### src/rtl/button_count_pkg.sv
// Shared constants and types for the pushbutton-driven 8-bit counter.
package button_count_pkg;

    localparam int BTN_UP      = 0;
    localparam int BTN_DOWN    = 1;
    localparam int BTN_LOAD    = 2;
    localparam int NUM_BUTTONS = 3;

    typedef enum logic [1:0] {
        RPT_IDLE,
        RPT_DELAY,
        RPT_REPEAT
    } rpt_state_t;

    // Bits needed to hold values 0..n-1, never less than one bit.
    function automatic int width_for(input int n);
        return (n < 2) ? 1 : $clog2(n);
    endfunction

endpackage

### src/rtl/button_debouncer.sv
// Two-flop synchronizer plus run-length debouncer for one active-low button.
module button_debouncer
    import button_count_pkg::*;
#(
    parameter int DEBOUNCE_CYCLES = 500000
) (
    input  logic clk,
    input  logic srst,
    input  logic raw,
    output logic stable,
    output logic press
);

    localparam int CW = width_for(DEBOUNCE_CYCLES);
    localparam logic [CW-1:0] CNT_LAST = CW'(DEBOUNCE_CYCLES - 1);

    logic [1:0]    sync_reg;
    logic [CW-1:0] cnt_reg;
    logic          stable_reg;
    logic          press_reg;

    always_ff @(posedge clk) begin
        if (srst) begin
            sync_reg   <= 2'b11;
            cnt_reg    <= '0;
            stable_reg <= 1'b1;
            press_reg  <= 1'b0;
        end else begin
            sync_reg  <= {sync_reg[0], raw};
            press_reg <= 1'b0;
            if (sync_reg[1] == stable_reg) begin
                cnt_reg <= '0;
            end else if (cnt_reg == CNT_LAST) begin
                // Level has differed long enough: accept it, flag a 1->0 as a press.
                stable_reg <= sync_reg[1];
                cnt_reg    <= '0;
                press_reg  <= ~sync_reg[1];
            end else begin
                cnt_reg <= cnt_reg + 1'b1;
            end
        end
    end

    assign stable = stable_reg;
    assign press  = press_reg;

endmodule

### src/rtl/button_count_source.sv
// Debounced up/down/load pushbuttons driving an 8-bit value with a change strobe.
module button_count_source
    import button_count_pkg::*;
#(
    parameter int DEBOUNCE_CYCLES = 500000,
    parameter int REPEAT_DELAY    = 25000000,
    parameter int REPEAT_RATE     = 5000000
) (
    input  logic       CLOCK_50,
    input  logic       RESET,
    input  logic [2:0] BUTTON,
    input  logic [7:0] SW,
    output logic [7:0] value,
    output logic       changed
);

    localparam int TIMER_MAX = (REPEAT_DELAY > REPEAT_RATE) ? REPEAT_DELAY : REPEAT_RATE;
    localparam int TW = width_for(TIMER_MAX + 1);
    localparam logic [TW-1:0] DELAY_END = TW'(REPEAT_DELAY);
    localparam logic [TW-1:0] RATE_END  = TW'(REPEAT_RATE);

    logic [NUM_BUTTONS-1:0] stable;
    logic [NUM_BUTTONS-1:0] press;
    logic [1:0]             step;
    logic                   load_reg;
    logic [7:0]             value_reg;
    logic                   changed_reg;

    genvar gi;
    generate
        for (gi = 0; gi < NUM_BUTTONS; gi++) begin : g_deb
            button_debouncer #(
                .DEBOUNCE_CYCLES(DEBOUNCE_CYCLES)
            ) u_deb (
                .clk   (CLOCK_50),
                .srst  (RESET),
                .raw   (BUTTON[gi]),
                .stable(stable[gi]),
                .press (press[gi])
            );
        end

        // Auto-repeat for up (index 0) and down (index 1).
        for (gi = 0; gi < 2; gi++) begin : g_rpt
            rpt_state_t    state_reg;
            logic [TW-1:0] timer_reg;
            logic          step_reg;

            always_ff @(posedge CLOCK_50) begin
                if (RESET) begin
                    state_reg <= RPT_IDLE;
                    timer_reg <= '0;
                    step_reg  <= 1'b0;
                end else begin
                    step_reg <= 1'b0;
                    if (stable[gi]) begin
                        state_reg <= RPT_IDLE;
                        timer_reg <= '0;
                    end else begin
                        case (state_reg)
                            RPT_IDLE: begin
                                if (press[gi]) begin
                                    state_reg <= RPT_DELAY;
                                    timer_reg <= TW'(1);
                                    step_reg  <= 1'b1;
                                end
                            end
                            RPT_DELAY: begin
                                if (timer_reg == DELAY_END) begin
                                    state_reg <= RPT_REPEAT;
                                    timer_reg <= TW'(1);
                                    step_reg  <= 1'b1;
                                end else begin
                                    timer_reg <= timer_reg + 1'b1;
                                end
                            end
                            RPT_REPEAT: begin
                                if (timer_reg == RATE_END) begin
                                    timer_reg <= TW'(1);
                                    step_reg  <= 1'b1;
                                end else begin
                                    timer_reg <= timer_reg + 1'b1;
                                end
                            end
                            default: begin
                                state_reg <= RPT_IDLE;
                                timer_reg <= '0;
                            end
                        endcase
                    end
                end
            end

            assign step[gi] = step_reg;
        end
    endgenerate

    // Load is registered so it lines up with the step pulses above.
    always_ff @(posedge CLOCK_50) begin
        if (RESET) begin
            load_reg <= 1'b0;
        end else begin
            load_reg <= press[BTN_LOAD] & ~stable[BTN_LOAD];
        end
    end

    always_ff @(posedge CLOCK_50) begin
        if (RESET) begin
            value_reg   <= 8'd0;
            changed_reg <= 1'b0;
        end else begin
            changed_reg <= 1'b0;
            if (load_reg) begin
                value_reg   <= SW;
                changed_reg <= 1'b1;
            end else if (step[BTN_UP] && !step[BTN_DOWN]) begin
                value_reg   <= value_reg + 8'd1;
                changed_reg <= 1'b1;
            end else if (step[BTN_DOWN] && !step[BTN_UP]) begin
                value_reg   <= value_reg - 8'd1;
                changed_reg <= 1'b1;
            end
        end
    end

    assign value   = value_reg;
    assign changed = changed_reg;

endmodule

### config.mk
export PLATFORM = sky130hd
export DESIGN_NAME = button_count_source
export DESIGN_NICKNAME = d
export VERILOG_FILES = /design/src/rtl/button_count_pkg.sv /design/src/rtl/button_debouncer.sv /design/src/rtl/button_count_source.sv
export SDC_FILE = /design/constraint.sdc
export NUM_CORES = 1
export LEC_CHECK = 0
export ABC_AREA = 0
export BUFFER_PORTS_ARGS = -buffer_cell sky130_fd_sc_hd__buf_2
export CORE_AREA = 2 2 92 129
export CTS_BUF_LIST = sky130_fd_sc_hd__clkbuf_4 sky130_fd_sc_hd__clkbuf_8
export CTS_CLUSTER_SIZE = 24
export DETAILED_ROUTE_END_ITERATION = 8
export DIE_AREA = 0 0 94 131
export PLACE_DENSITY = 0.87
export SYNTH_ARGS = -nofsm -noshare
export SYNTH_HDL_FRONTEND = slang
export SYNTH_SLANG_ARGS = --single-unit
### constraint.sdc
create_clock -name CLOCK_50 -period 2.7 [get_ports CLOCK_50]
set_clock_uncertainty 0.2 [all_clocks]
set_input_delay 0 -clock CLOCK_50 [delete_from_list [all_inputs] [get_ports CLOCK_50]]
set_output_delay 0 -clock CLOCK_50 [all_outputs]
set_load 0.02 [all_outputs]
### After elaboration in Yosys (flattened, before gate mapping)

Cells that the tools add are included.
Widths: inputs -> output; s select.

* register bits: 135
* output and inout bits: 9
* word-level logic and storage cells: 107

* $add $sub $neg: 7
* eq/ne operators: 18
* multiplexer cells: 28
* bitwise gates (word level): 13
* reduce and logical (&&, ||, !) cells: 20

Operator list (number)
* $mux 25: 6
* $pmux 25 s3: 2
* $add 19x1->19 const B: 3
* $eq 19x19->1 const B: 3
* $add 25x1->25 const B: 2
* $eq 25x23->1 const B: 2
* $eq 25x25->1 const B: 2
* $mux 8: 3
* $reduce_or 3->1: 6
* $not 1->1: 12
* $pmux 2 s3: 2
* $mux 1: 9
* $add 8x1->8 const B: 1
* $mux 2: 4
* $sub 8x1->8 const B: 1
* $pmux 1 s3: 2
* $reduce_and 2->1: 3
* $reduce_and 3->1: 2
* $eq 2x1->1 const B: 2
* $eq 2x2->1 const B: 2
* $logic_not 2->1: 2
* $ne 2x1->1 const B: 2
* $ne 2x2->1 const B: 2
* $reduce_or 2->1: 2
* other kinds (5): 9

### Depth between registers and ports, before layout

Gate-level depths: netlist (run 1).

* word-level depth: 5
* mapped depth: 9

### Hierarchy

From an unflattened synthesis (run 1), not the netlist that was laid out.

* cell total of the unflattened synthesis: 771
* area total of the unflattened synthesis: 6635.1 um^2

By module, submodules not included
* button_count_source: instances 1, cells an instance 436, area each 3594.7 um^2, seq. area each 1321.3 um^2
* button_debouncer (g_deb[0].u_deb ...): instances 2, cells an instance 111, area each 1017.2 um^2, seq. area each 460.4 um^2
* button_debouncer (g_deb[2].u_deb): instances 1, cells an instance 113, area each 1006.0 um^2, seq. area each 460.4 um^2

### Worst setup path after synthesis (run 1)

Ideal clock, no wire load.

* path type: flip-flop to flip-flop
* from: register g_rpt[1].step_reg
* to: register value_reg[6] (netlist: value[6])
* setup time: 0.115 ns
* arrival time: 1.987 ns
* data required time: 2.385 ns
* setup slack: 0.398 ns
* cell stages (with the launch flop): 10
* path buffers: 0
* path through: dfxtp_1 inv_1 ha_1 inv_1 fa_1 a21o_1 a21oi_1 o211ai_1 xnor2_1 a2111oi_0

* word-level cells in the longest chain between the ends: 4

RTL lines
* start, declared: RTL line button_count_source.sv:47 `logic step_reg;`
* start signal, assigned: RTL line button_count_source.sv:53 `step_reg <= 1'b0;`
* start signal, assigned: RTL line button_count_source.sv:55 `step_reg <= 1'b0;`
* start signal, assigned: RTL line button_count_source.sv:65 `step_reg <= 1'b1;`
* $logic_not 1->1: RTL line button_count_source.sv:116 `end else if (step[BTN_UP] && !step[BTN_DOWN]) begin`
* $logic_and 1x1->1: RTL line button_count_source.sv:116
* $mux 8: RTL line button_count_source.sv:116
* $mux 8: RTL line button_count_source.sv:113 `if (load_reg) begin`
* end signal, assigned: RTL line button_count_source.sv:117 `value_reg <= value_reg + 8'd1;`
* end signal, assigned: RTL line button_count_source.sv:120 `value_reg <= value_reg - 8'd1;`
* end, declared: RTL line button_count_source.sv:26 `logic [7:0] value_reg;`

Several ways; a longest one is shown, not always the timed one.
A chain may end at the register's enable or synchronous reset.

### Worst setup path after layout (run 1)

* from: register g_rpt[1].timer_reg[10]
* to: register g_rpt[1].timer_reg[24]

* word-level cells in the longest chain between the ends: 3

RTL lines
* start, declared: RTL line button_count_source.sv:46 `logic [TW-1:0] timer_reg;`
* start signal, assigned: RTL line button_count_source.sv:74 `timer_reg <= timer_reg + 1'b1;`
* start signal, assigned: RTL line button_count_source.sv:82 `timer_reg <= timer_reg + 1'b1;`
* $add 25x1->25 (tied with other cells): RTL line button_count_source.sv:74, button_count_source.sv:82
* $mux 25, on equally long branches: RTL line button_count_source.sv:78, button_count_source.sv:69
* $pmux 25 s3 (*): RTL line button_count_source.sv:60 `case (state_reg)`

Mark *: on every way between the ends. The rest lies on a longest branch, timed or not.

==> results.json, run 1 <==
{
  "worst_setup_hold_path_clk_slew_ns": 0.08,
  "die_boundary_width_um": 94,
  "cts-buffers-inserted": 17,
  "drtAntennaViolNets": 0,
  "highest_achievable_clock_rate_mhz": 391,
  "placementRows": 46,
  "highest_layer": "met4",
  "final_critical_path_share_of_the_clock_period_pct": 94.7,
  "number_of_flip_flops_in_the_largest_register": 57,
  "pin_count_of_the_biggest_net_entering_global_routing": 31,
  "initial_standard_cell_utilization_of_the_core_pct": 58.3,
  "post-route-drc-count": 0,
  "htreeDepth": 4,
  "worst_r2r_startpoint": "g_rpt[1].timer_reg[10]",
  "final_layout_size_suffix_gt1_share_pct": 10.5,
  "rrSetupSlack_ns": 0.14,
  "maxSlewViolCount": 0,
  "critical-path-slowest-cell": "sky130_fd_sc_hd__or4b_1",
  "die_y_um": 131,
  "class_of_the_tightest_hold_or_removal_check": "in -> reg",
  "p_total_w": 0.00363,
  "place.gp.congestion": 0.941,
  "layout.area.seq_sq_mm": 0.00270,
  "setup_viol_count_final": 0,
  "global_route.overflow_total": 0,
  "via_density_per_instance": 5.74,
  "syn-num-nets": 794,
  "met2RoutedLength_um": 7110,
  "placement.setup.worst_slack_ns": 0.0987,
  "cts-root-to-sink-buffers": 2,
  "detailroute.wirelength.met3_um": 484,
  "fill_cells": 910,
  "critical_path.top_delay_family": "simple AND/OR/NAND/NOR gates",
  "slew_headroom_pct": 57.9,
  "ys.flop_type": "sky130_fd_sc_hd__dfxtp_1",
  "gr-usage-all-layers_pct": 22.5,
  "p_leak_nw": 2.52,
  "coreArea_sq_mm": 0.0112,
  "worst_setup_path_start_kind": "flip-flop",
  "post-dp-hpwl_um": 8930,
  "wirelength_um": 13600,
  "synthDistinctLibCells": 62,
  "tightestPinTransition_ns": 0.625,
  "grt_antenna_before_repair": 0,
  "report.final.hold_viol_count": 0,
  "io-pin-count": 22,
  "post_synth_instance_area_sq_mm": 0.00655,
  "post_synth.cell_area_avg_sq_um": 8.56,
  "number_of_synthesized_register_bits": 135,
  "critical_path_buf_inv_count": 0,
  "vdd.ir_drop.worst_v": 0.000428,
  "critical-path-max-stage-delay_ns": 0.54,
  "status": "finished clean",
  "detail_route.iter0.violations": 231,
  "rsz0062_at_grt": "false",
  "hold-path-cell-count": 4,
  "synth.yosys.warnings": 0,
  "postSynthCellCount": 765,
  "routedLengthMet1_um": 5650,
  "maxCapViolCount": 0,
  "cp_data_required_time_ns": 2.82,
  "post_cts_setup_buffers": 0,
  "n_antenna_cell": 0,
  "timing.reg2reg.worst_path_depth": 5,
  "buffer_ports.inserted": 21,
  "clock_latency_ns": 0.44,
  "sequential_cell_area_fraction_in_the_yosys_report_pct": 41.3,
  "critical_path_arrival_ns": 2.68,
  "shortest_period_the_worst_path_allows_ns": 2.56,
  "vias": 5563,
  "via_count_of_the_first_global_routing_pass": 5139,
  "finish.net_count": 842,
  "avgRoutedWirePerCell_um": 14.0,
  "drt_pass1_iterations": 5,
  "hold_end": "value[5]",
  "setup.worst_path.class": "reg -> reg",
  "worstReg2RegEnd": "g_rpt[1].timer_reg[24]",
  "post_route_setup_tns_ns": 0,
  "layout-area-overhead-vs-synth_pct": 13.2,
  "place_area_sq_mm": 0.00682,
  "power-per-cell-area_mw_per_mm2": 490,
  "cts_tree": "done",
  "final_design_utilization_pct": 66.0,
  "grt_pass1_wl_um": 22400,
  "multi_input_comb_area_sq_mm": 0.00366,
  "synth_async_sr_flop_share_pct": 0,
  "min_from": "SW[5]",
  "crit_fanout": 22,
  "floorplan.die_area_sq_mm": 0.0123,
  "edff_count_synth": 0,
  "area_of_all_placed_cells_without_fillers_sq_mm": 0.00741,
  "tritoncts_num_sinks": 135,
  "finalWorstSetupSlack_ns": 0.144,
  "crit_path_end_kind": "flip-flop",
  "crit_chain": "or4b_1 > or4_4 > nor4_4 > o41a_2 > nor2_1",
  "clock-root-buffer": "sky130_fd_sc_hd__clkbuf_8"
}
-- metrics by stage --
stage	cells	hold WS, ns
3_5_place_dp	919	-0.0151
2_1_floorplan	765	-0.0962
6_report	970	0.175
5_1_grt	970	0.202
3_3_place_gp	919	-0.0152
4_1_cts	970	0.153
-- cell type report --
class	instances	share of cell area, %
clock inverters	15	1.98
flip-flops and latches	135	36.5
repair buffers	53	5.30
well taps	144	2.43
multi-input cells	581	49.4
clock buffers	17	3.16
inverters	25	1.30
-- how the worst max path moves through the flow --
stage                                       from                     end  slack [ns]  cells after the start
after global placement    g_rpt[1].timer_reg[10]  g_rpt[1].timer_reg[24]        0.23                      5
after CTS                      g_rpt[1].step_reg                value[3]        0.02                     10
final                     g_rpt[1].timer_reg[10]  g_rpt[1].timer_reg[24]        0.14                      5
after global routing      g_rpt[1].timer_reg[10]  g_rpt[1].timer_reg[16]        0.02                      5
after detailed placement       g_rpt[1].step_reg                value[6]         0.1                      9
after floorplan                g_rpt[1].step_reg                value[6]        0.40                      9
-- cell families after synthesis --
kind of cell	count (synthesis)	synth area share (%)
buffers and inverters	49	3.13
muxes	2	0.306
and+or+nand+nor	390	30.6
xor gates and xnor gates	97	13.0
AOI/OAI and AO/OA	76	8.58
DFF	135	41.3
adders and majority gates	16	3.17
-- per-layer routing --
layer,vias to the layer above,GRT usage (%)
li1,2779,-
met1,2622,24.9
met2,123,40.8
met3,39,4.64
met4,0,10.7
met5,-,0
-- synthesized netlist by cell type (4+ instances only) --
master | count | area share, %
sky130_fd_sc_hd__and3_1 | 27 | 2.6
sky130_fd_sc_hd__or2_2 | 10 | 0.96
sky130_fd_sc_hd__nand2b_1 | 6 | 0.57
sky130_fd_sc_hd__nor4bb_1 | 4 | 0.61
sky130_fd_sc_hd__dfxtp_1 | 135 | 41
sky130_fd_sc_hd__nor4b_1 | 12 | 1.6
sky130_fd_sc_hd__o211ai_1 | 8 | 0.92
sky130_fd_sc_hd__o21ai_0 | 6 | 0.46
sky130_fd_sc_hd__nor4_1 | 6 | 0.57
sky130_fd_sc_hd__nand3_1 | 46 | 3.5
sky130_fd_sc_hd__nor3b_1 | 4 | 0.46
sky130_fd_sc_hd__nor2_1 | 135 | 7.7
sky130_fd_sc_hd__nor2b_1 | 7 | 0.67
sky130_fd_sc_hd__clkbuf_1 | 16 | 0.92
sky130_fd_sc_hd__nand2_1 | 52 | 3.0
sky130_fd_sc_hd__buf_2 | 5 | 0.38
sky130_fd_sc_hd__xor2_1 | 52 | 7.0
sky130_fd_sc_hd__a221oi_1 | 4 | 0.54
sky130_fd_sc_hd__a21oi_1 | 20 | 1.5
sky130_fd_sc_hd__xnor2_1 | 45 | 6.0
sky130_fd_sc_hd__nor3_1 | 25 | 1.9
sky130_fd_sc_hd__nand4_1 | 33 | 3.2
sky130_fd_sc_hd__ha_1 | 15 | 2.9
sky130_fd_sc_hd__inv_1 | 25 | 1.4
sky130_fd_sc_hd__and4_1 | 7 | 0.94
-- where the power goes --
| part | switching, W | total (W) | internal [W] |
|---|---|---|---|
| clock network | 0.000839 | 0.00158 | 0.000744 |
| registers | 0.00000363 | 0.00200 | 0.00199 |
| logic | 0.0000218 | 0.0000482 | 0.0000265 |
| total | 0.000864 | 0.00363 | 0.00276 |
-- what timing repair did --
action | 4_1_cts | 5_1_grt
endpoints found under the hold margin | 25 | 0
resized for setup | 0 | 5
endpoints found under the setup margin | 0 | 4
hold buffers | 19 | 0
-- layout by cell type (no fill, tap or decap), types with 4 or more instances in the layout --
cell,synthesis,layout
sky130_fd_sc_hd__nor2_1,135,135
sky130_fd_sc_hd__dfxtp_1,135,135
sky130_fd_sc_hd__nor2b_1,7,7
sky130_fd_sc_hd__nor4b_1,12,12
sky130_fd_sc_hd__nor3b_1,4,4
sky130_fd_sc_hd__or2_2,10,10
sky130_fd_sc_hd__buf_2,5,21
sky130_fd_sc_hd__dlygate4sd3_1,0,19
sky130_fd_sc_hd__o21ai_0,6,5
sky130_fd_sc_hd__ha_1,15,13
sky130_fd_sc_hd__nand2b_1,6,6
sky130_fd_sc_hd__xnor2_1,45,45
sky130_fd_sc_hd__inv_6,0,4
sky130_fd_sc_hd__nand4_1,33,33
sky130_fd_sc_hd__buf_4,0,13
sky130_fd_sc_hd__inv_1,25,24
sky130_fd_sc_hd__nand2_1,52,52
sky130_fd_sc_hd__and4_1,7,7
sky130_fd_sc_hd__nand3_1,46,46
sky130_fd_sc_hd__clkinvlp_4,0,7
sky130_fd_sc_hd__nor4_1,6,6
sky130_fd_sc_hd__clkbuf_8,0,17
sky130_fd_sc_hd__and3_1,27,27
sky130_fd_sc_hd__nor4bb_1,4,4
sky130_fd_sc_hd__nor3_1,25,25
sky130_fd_sc_hd__o211ai_1,8,8
sky130_fd_sc_hd__xor2_1,52,52
sky130_fd_sc_hd__a21oi_1,20,19
sky130_fd_sc_hd__a221oi_1,4,4
-- worst reg2reg max path: stages (launching register included) --
cell,delay [ns]
sky130_fd_sc_hd__dfxtp_1,0.36
sky130_fd_sc_hd__or4b_1,0.54
sky130_fd_sc_hd__or4_4,0.51
sky130_fd_sc_hd__nor4_4,0.24
sky130_fd_sc_hd__o41a_2,0.48
sky130_fd_sc_hd__nor2_1,0.11
No activity file was read; power rests on OpenSTA's default activity.
==> run 2: changes to the inputs <==
--- a/config.mk
+++ b/config.mk
@@ -13,6 +13,7 @@
 export DETAILED_ROUTE_END_ITERATION = 8
 export DIE_AREA = 0 0 94 131
 export PLACE_DENSITY = 0.87
+export SETUP_SLACK_MARGIN = 0.2
 export SYNTH_ARGS = -nofsm -noshare
 export SYNTH_HDL_FRONTEND = slang
 export SYNTH_SLANG_ARGS = --single-unit
==> run 2 against run 1 <==
Core utilization is 0.10 points higher; first-iteration DRC count increased by 36%; register-to-register slack gained 0.14 ns.
==> results.json, run 2 (synthesis gave the netlist of run 1 again) <==
{
  "status": "finished clean",
  "n_antenna_cell": 0,
  "floorplan.die_area_sq_mm": 0.0123,
  "class_of_the_tightest_hold_or_removal_check": "in -> reg",
  "highest_achievable_clock_rate_mhz": 414,
  "avgRoutedWirePerCell_um": 14.1,
  "post-route-drc-count": 0,
  "final_layout_size_suffix_gt1_share_pct": 10.8,
  "worst_r2r_startpoint": "g_rpt[1].timer_reg[10]",
  "place_area_sq_mm": 0.00682,
  "post-dp-hpwl_um": 8930,
  "clock_latency_ns": 0.44,
  "via_density_per_instance": 5.72,
  "gr-usage-all-layers_pct": 22.3,
  "hold-path-cell-count": 4,
  "most-common-layout-cells": "sky130_fd_sc_hd__nor2_1, sky130_fd_sc_hd__dfxtp_1, sky130_fd_sc_hd__nand2_1, sky130_fd_sc_hd__xor2_1, sky130_fd_sc_hd__nand3_1",
  "area_of_all_placed_cells_without_fillers_sq_mm": 0.00742,
  "rrSetupSlack_ns": 0.28,
  "buffer_ports.inserted": 21,
  "coreArea_sq_mm": 0.0112,
  "setup_viol_count_final": 0,
  "via_count_of_the_first_global_routing_pass": 5152,
  "crit_fanout": 11,
  "cts-root-to-sink-buffers": 2,
  "crit_start": "g_rpt[1].timer_reg[10]",
  "number_of_flip_flops_in_the_largest_register": 57,
  "io-pin-count": 22,
  "finalWorstSetupSlack_ns": 0.283,
  "timing.reg2reg.worst_path_depth": 5,
  "crit_chain": "or4b_1 > or4_4 > nor4_4 > o41a_4 > nor2_1",
  "initial_standard_cell_utilization_of_the_core_pct": 58.3,
  "finish.net_count": 841,
  "grt_antenna_before_repair": 0,
  "layout-area-overhead-vs-synth_pct": 13.4,
  "report.final.hold_viol_count": 0,
  "global_route.overflow_total": 0,
  "drtAntennaViolNets": 0,
  "post_cts_setup_buffers": 0,
  "placement.setup.worst_slack_ns": 0.0987,
  "cp_endpoint": "g_rpt[1].timer_reg[12]",
  "critical_path_buf_inv_count": 0,
  "rsz0062_at_grt": "true",
  "worst_setup_hold_path_clk_slew_ns": 0.08,
  "p_leak_nw": 2.52,
  "clock-root-buffer": "sky130_fd_sc_hd__clkbuf_8",
  "power-per-cell-area_mw_per_mm2": 489,
  "cts-buffers-inserted": 17,
  "critical_path_arrival_ns": 2.55,
  "die_boundary_width_um": 94,
  "vdd.ir_drop.worst_v": 0.000429,
  "cp_data_required_time_ns": 2.83,
  "maxCapViolCount": 0,
  "final_critical_path_share_of_the_clock_period_pct": 89.5,
  "fill_cells": 910,
  "setup.worst_path.class": "reg -> reg",
  "worst_setup_path_start_kind": "flip-flop",
  "crit_path_end_kind": "flip-flop",
  "detail_route.iter0.violations": 315,
  "critical-path-slowest-cell": "sky130_fd_sc_hd__or4b_1",
  "place.gp.congestion": 0.941,
  "tritoncts_num_sinks": 135,
  "vias": 5540,
  "critical_path.top_delay_family": "simple AND/OR/NAND/NOR gates",
  "slew_headroom_pct": 57.2,
  "grt_pass1_wl_um": 22200,
  "worstReg2RegEnd": "g_rpt[1].timer_reg[12]",
  "cts_tree": "done",
  "drt_pass1_iterations": 5,
  "finalNonFillerCells": 969,
  "htreeDepth": 4,
  "min_from": "SW[2]",
  "tightestPinTransition_ns": 0.635,
  "maxSlewViolCount": 0,
  "post_route_setup_tns_ns": 0,
  "placementRows": 46,
  "critical-path-max-stage-delay_ns": 0.55,
  "post-place-cells": 919,
  "wirelength_um": 13700,
  "die_y_um": 131,
  "worst-path-stages": 5,
  "pin_count_of_the_biggest_net_entering_global_routing": 31,
  "shortest_period_the_worst_path_allows_ns": 2.42
}
run 2: changes by cell type in the layout (fill, tap and decap cells not counted), sizes merged:
cell         before  now
o41a              1    2
dlygate4sd3      19   17
run 2: per-layer routing:
metal,vias to the layer above,global-route usage [%],routed length (um)
met5,-,0,0
met1,2566,24.7,5580
met4,0,10.7,357
met3,38,4.47,622
met2,157,40.5,7140
li1,2779,-,-
run 2: power by group:
group	internal [W]	switching, W
Combinational	0.0000264	0.0000208
Clock	0.000744	0.000837
Sequential	0.00199	0.00000367
run 2: layout make-up:
| cell class | count | area (sq um) | share of cell area (%) |
|---|---|---|---|
| clock buffers | 17 | 234 | 3.15 |
| clock inverters | 15 | 146 | 1.97 |
| inverters | 25 | 96.3 | 1.30 |
| multi-input cells | 582 | 3690 | 49.7 |
| flip-flops and latches | 135 | 2700 | 36.4 |
| well taps | 144 | 180 | 2.43 |
| repair buffers | 51 | 373 | 5.02 |
run 2: worst min-delay path by stage:
stage                                 endpoint  slack (ns)
detailed placement  g_deb[2].u_deb.sync_reg[0]       -0.02
CTS                                   value[2]        0.12
global route                          value[2]        0.18
global placement    g_deb[2].u_deb.sync_reg[0]       -0.02
floorplan           g_deb[0].u_deb.sync_reg[0]        -0.1
finish                                value[2]        0.14
run 2: through the flow:
| stage | power (W) | hold slack (ns) | util [%] |
|---|---|---|---|
| after floorplan | 0.00206 | -0.0962 | - |
| after global placement | 0.00207 | -0.0152 | 60.8 |
| after detailed placement | 0.00207 | -0.0151 | 60.8 |
| after CTS | 0.00365 | 0.119 | 65.8 |
| after global routing | 0.00374 | 0.175 | 66.1 |
| final | 0.00363 | 0.141 | 66.1 |
run 2: repair_timing:
action	4_1_cts	5_1_grt
hold endpoints to repair	24	0
hold buffers	17	0
setup endpoints to repair	23	27
resized for setup	2	7
gates cloned	0	1
pin swaps	0	2
run 2: tightest hold or removal path, cell delays in order:
cell and delay, ns:
sky130_fd_sc_hd__dlygate4sd3_1 0.52, sky130_fd_sc_hd__buf_2 0.09, sky130_fd_sc_hd__a21oi_1 0.06, sky130_fd_sc_hd__nor2_1 0.07
==> run 3: changes to the inputs <==
--- a/config.mk
+++ b/config.mk
@@ -13,6 +13,7 @@
 export DETAILED_ROUTE_END_ITERATION = 8
 export DIE_AREA = 0 0 94 131
 export PLACE_DENSITY = 0.87
+export RECOVER_POWER = 100
 export SETUP_SLACK_MARGIN = 0.2
 export SYNTH_ARGS = -nofsm -noshare
 export SYNTH_HDL_FRONTEND = slang
==> run 3 against run 2 <==
First-iteration DRC count fell by 7.9%; core utilization fell by 0.43 points; cell count unchanged; worst hold slack improved by 0.0021 ns; sequential share of layout area is 0.24 points higher; wire length is 0.10% lower; global-route usage stayed put; largest power group unchanged; highest routed layer unchanged.
==> results.json, run 3 (synthesis gave the netlist of run 1 again) <==
{
  "status": "finished clean",
  "avgRoutedWirePerCell_um": 14.1,
  "floorplan.die_area_sq_mm": 0.0123,
  "hold_slack_ns": 0.144,
  "critical-path-max-stage-delay_ns": 0.55,
  "gr-usage-all-layers_pct": 22.3,
  "worstReg2RegEnd": "g_rpt[1].timer_reg[2]",
  "die_boundary_width_um": 94,
  "area_of_all_placed_cells_without_fillers_sq_mm": 0.00737,
  "setup_viol_count_final": 0,
  "number_of_flip_flops_in_the_largest_register": 57,
  "maxSlewViolCount": 0,
  "hold_end": "value[2]",
  "p_leak_nw": 2.46,
  "worst_r2r_startpoint": "g_rpt[1].timer_reg[10]",
  "worst_setup_path_start_kind": "flip-flop",
  "report.final.hold_viol_count": 0,
  "vias": 5565,
  "min_from": "SW[2]",
  "hold-path-cell-count": 4,
  "place.gp.congestion": 0.941,
  "cts_tree": "done",
  "slew_headroom_pct": 16.0,
  "most-common-layout-cells": "sky130_fd_sc_hd__nor2_1, sky130_fd_sc_hd__dfxtp_1, sky130_fd_sc_hd__nand2_1, sky130_fd_sc_hd__xor2_1, sky130_fd_sc_hd__nand3_1",
  "class_of_the_tightest_hold_or_removal_check": "in -> reg",
  "clock_latency_ns": 0.44,
  "cts-buffers-inserted": 17,
  "shortest_period_the_worst_path_allows_ns": 2.52,
  "place_area_sq_mm": 0.00682,
  "placement.setup.worst_slack_ns": 0.0987,
  "crit_start": "g_rpt[1].timer_reg[10]",
  "global_route.overflow_total": 0,
  "post_route_setup_tns_ns": 0,
  "crit_chain": "or4b_1 > or4_4 > o311ai_2 > a221oi_1 > a31o_1",
  "coreArea_sq_mm": 0.0112,
  "via_density_per_instance": 5.74,
  "wirelength_um": 13700,
  "setup.worst_path.class": "reg -> reg",
  "post_cts_setup_buffers": 0,
  "n_antenna_cell": 0,
  "tightestPinTransition_ns": 1.26,
  "critical_path_arrival_ns": 2.65,
  "htreeDepth": 4,
  "vdd.ir_drop.worst_v": 0.000429,
  "drtAntennaViolNets": 0,
  "maxCapViolCount": 0,
  "finish.net_count": 841,
  "cp_data_required_time_ns": 2.83,
  "die_y_um": 131,
  "initial_standard_cell_utilization_of_the_core_pct": 58.3,
  "io-pin-count": 22,
  "drt_pass1_iterations": 5,
  "final_design_utilization_pct": 65.7,
  "crit_fanout": 6,
  "critical-path-slowest-cell": "sky130_fd_sc_hd__or4b_1",
  "grt_antenna_before_repair": 0,
  "placementRows": 46,
  "buffer_ports.inserted": 21,
  "detail_route.iter0.violations": 290,
  "worst_setup_hold_path_clk_slew_ns": 0.08,
  "pin_count_of_the_biggest_net_entering_global_routing": 31,
  "rsz0062_at_grt": "true",
  "highest_achievable_clock_rate_mhz": 397,
  "post-route-drc-count": 0,
  "tritoncts_num_sinks": 135,
  "post-dp-hpwl_um": 8930,
  "clock-root-buffer": "sky130_fd_sc_hd__clkbuf_8",
  "cts-root-to-sink-buffers": 2,
  "finalWorstSetupSlack_ns": 0.183,
  "timing.reg2reg.worst_path_depth": 5,
  "rrSetupSlack_ns": 0.18,
  "final_layout_size_suffix_gt1_share_pct": 8.97,
  "crit_path_end_kind": "flip-flop",
  "power-per-cell-area_mw_per_mm2": 492,
  "final_critical_path_share_of_the_clock_period_pct": 93.2,
  "layout-area-overhead-vs-synth_pct": 12.6,
  "grt_pass1_wl_um": 22200,
  "via_count_of_the_first_global_routing_pass": 5152
}
==> run 3: changes by cell type in the layout (fill, tap and decap cells not counted), sizes merged <==
| cell | previous run | this run |
|---|---|---|
| buf | 34 | 20 |
| clkbuf | 17 | 31 |
==> run 3: how the worst max path moves through the flow <==
| stage | cells past startpoint | slack [ns] | end |
|---|---|---|---|
| 2_1_floorplan | 9 | 0.40 | value[6] |
| 3_3_place_gp | 5 | 0.23 | g_rpt[1].timer_reg[24] |
| 5_1_grt | 9 | 0.06 | value[6] |
| 3_5_place_dp | 9 | 0.1 | value[6] |
| 4_1_cts | 9 | 0.17 | value[6] |
| 6_report | 5 | 0.18 | g_rpt[1].timer_reg[2] |
==> run 3: final cells by class <==
| type | instances | area (sq um) |
|---|---|---|
| inverters | 25 | 96.3 |
| repair buffers | 51 | 348 |
| clock buffers | 17 | 234 |
| flip-flops and latches | 135 | 2700 |
| fillers | 923 | 3850 |
| clock inverters | 15 | 146 |
| multi-input cells | 582 | 3670 |
| well taps | 144 | 180 |
==> run 3: stage by stage <==
step	power, W	cells
after floorplan	0.00206	765
after global placement	0.00207	919
after detailed placement	0.00207	919
after CTS	0.00365	968
after global routing	0.00374	969
final	0.00363	969
==> run 3: repair_timing <==
action	4_1_cts	5_1_grt
cloned	0	1
gates resized for setup	2	7
pin swaps	0	2
hold buffers	17	0
endpoints found under the hold margin	24	0
endpoints found under the setup margin	23	27
==> run 3: metal layers <==
metal / global-route usage (%) / vias to the layer above / share of wire [%] / wire length, um
met1: 24.7 / 2590 / 40 / 5540
met3: 4.47 / 46 / 4.7 / 641
met4: 10.7 / 0 / 3.0 / 405
met5: 0 / - / 0 / 0
li1: - / 2776 / - / -
met2: 40.5 / 153 / 52 / 7100
==> run 3: critical path: cells and delay by family (launching register included) <==
kind	cells	cell delay, ns
simple gates	2	1.04
compound gates	3	0.81
flops	1	0.36
==> run 3: where the power goes <==
| group | total [W] | internal [W] | switching (W) |
|---|---|---|---|
| registers | 0.00200 | 0.00199 | 0.00000362 |
| clock network | 0.00158 | 0.000744 | 0.000838 |
| logic | 0.0000467 | 0.0000260 | 0.0000208 |
| total | 0.00363 | 0.00276 | 0.000862 |
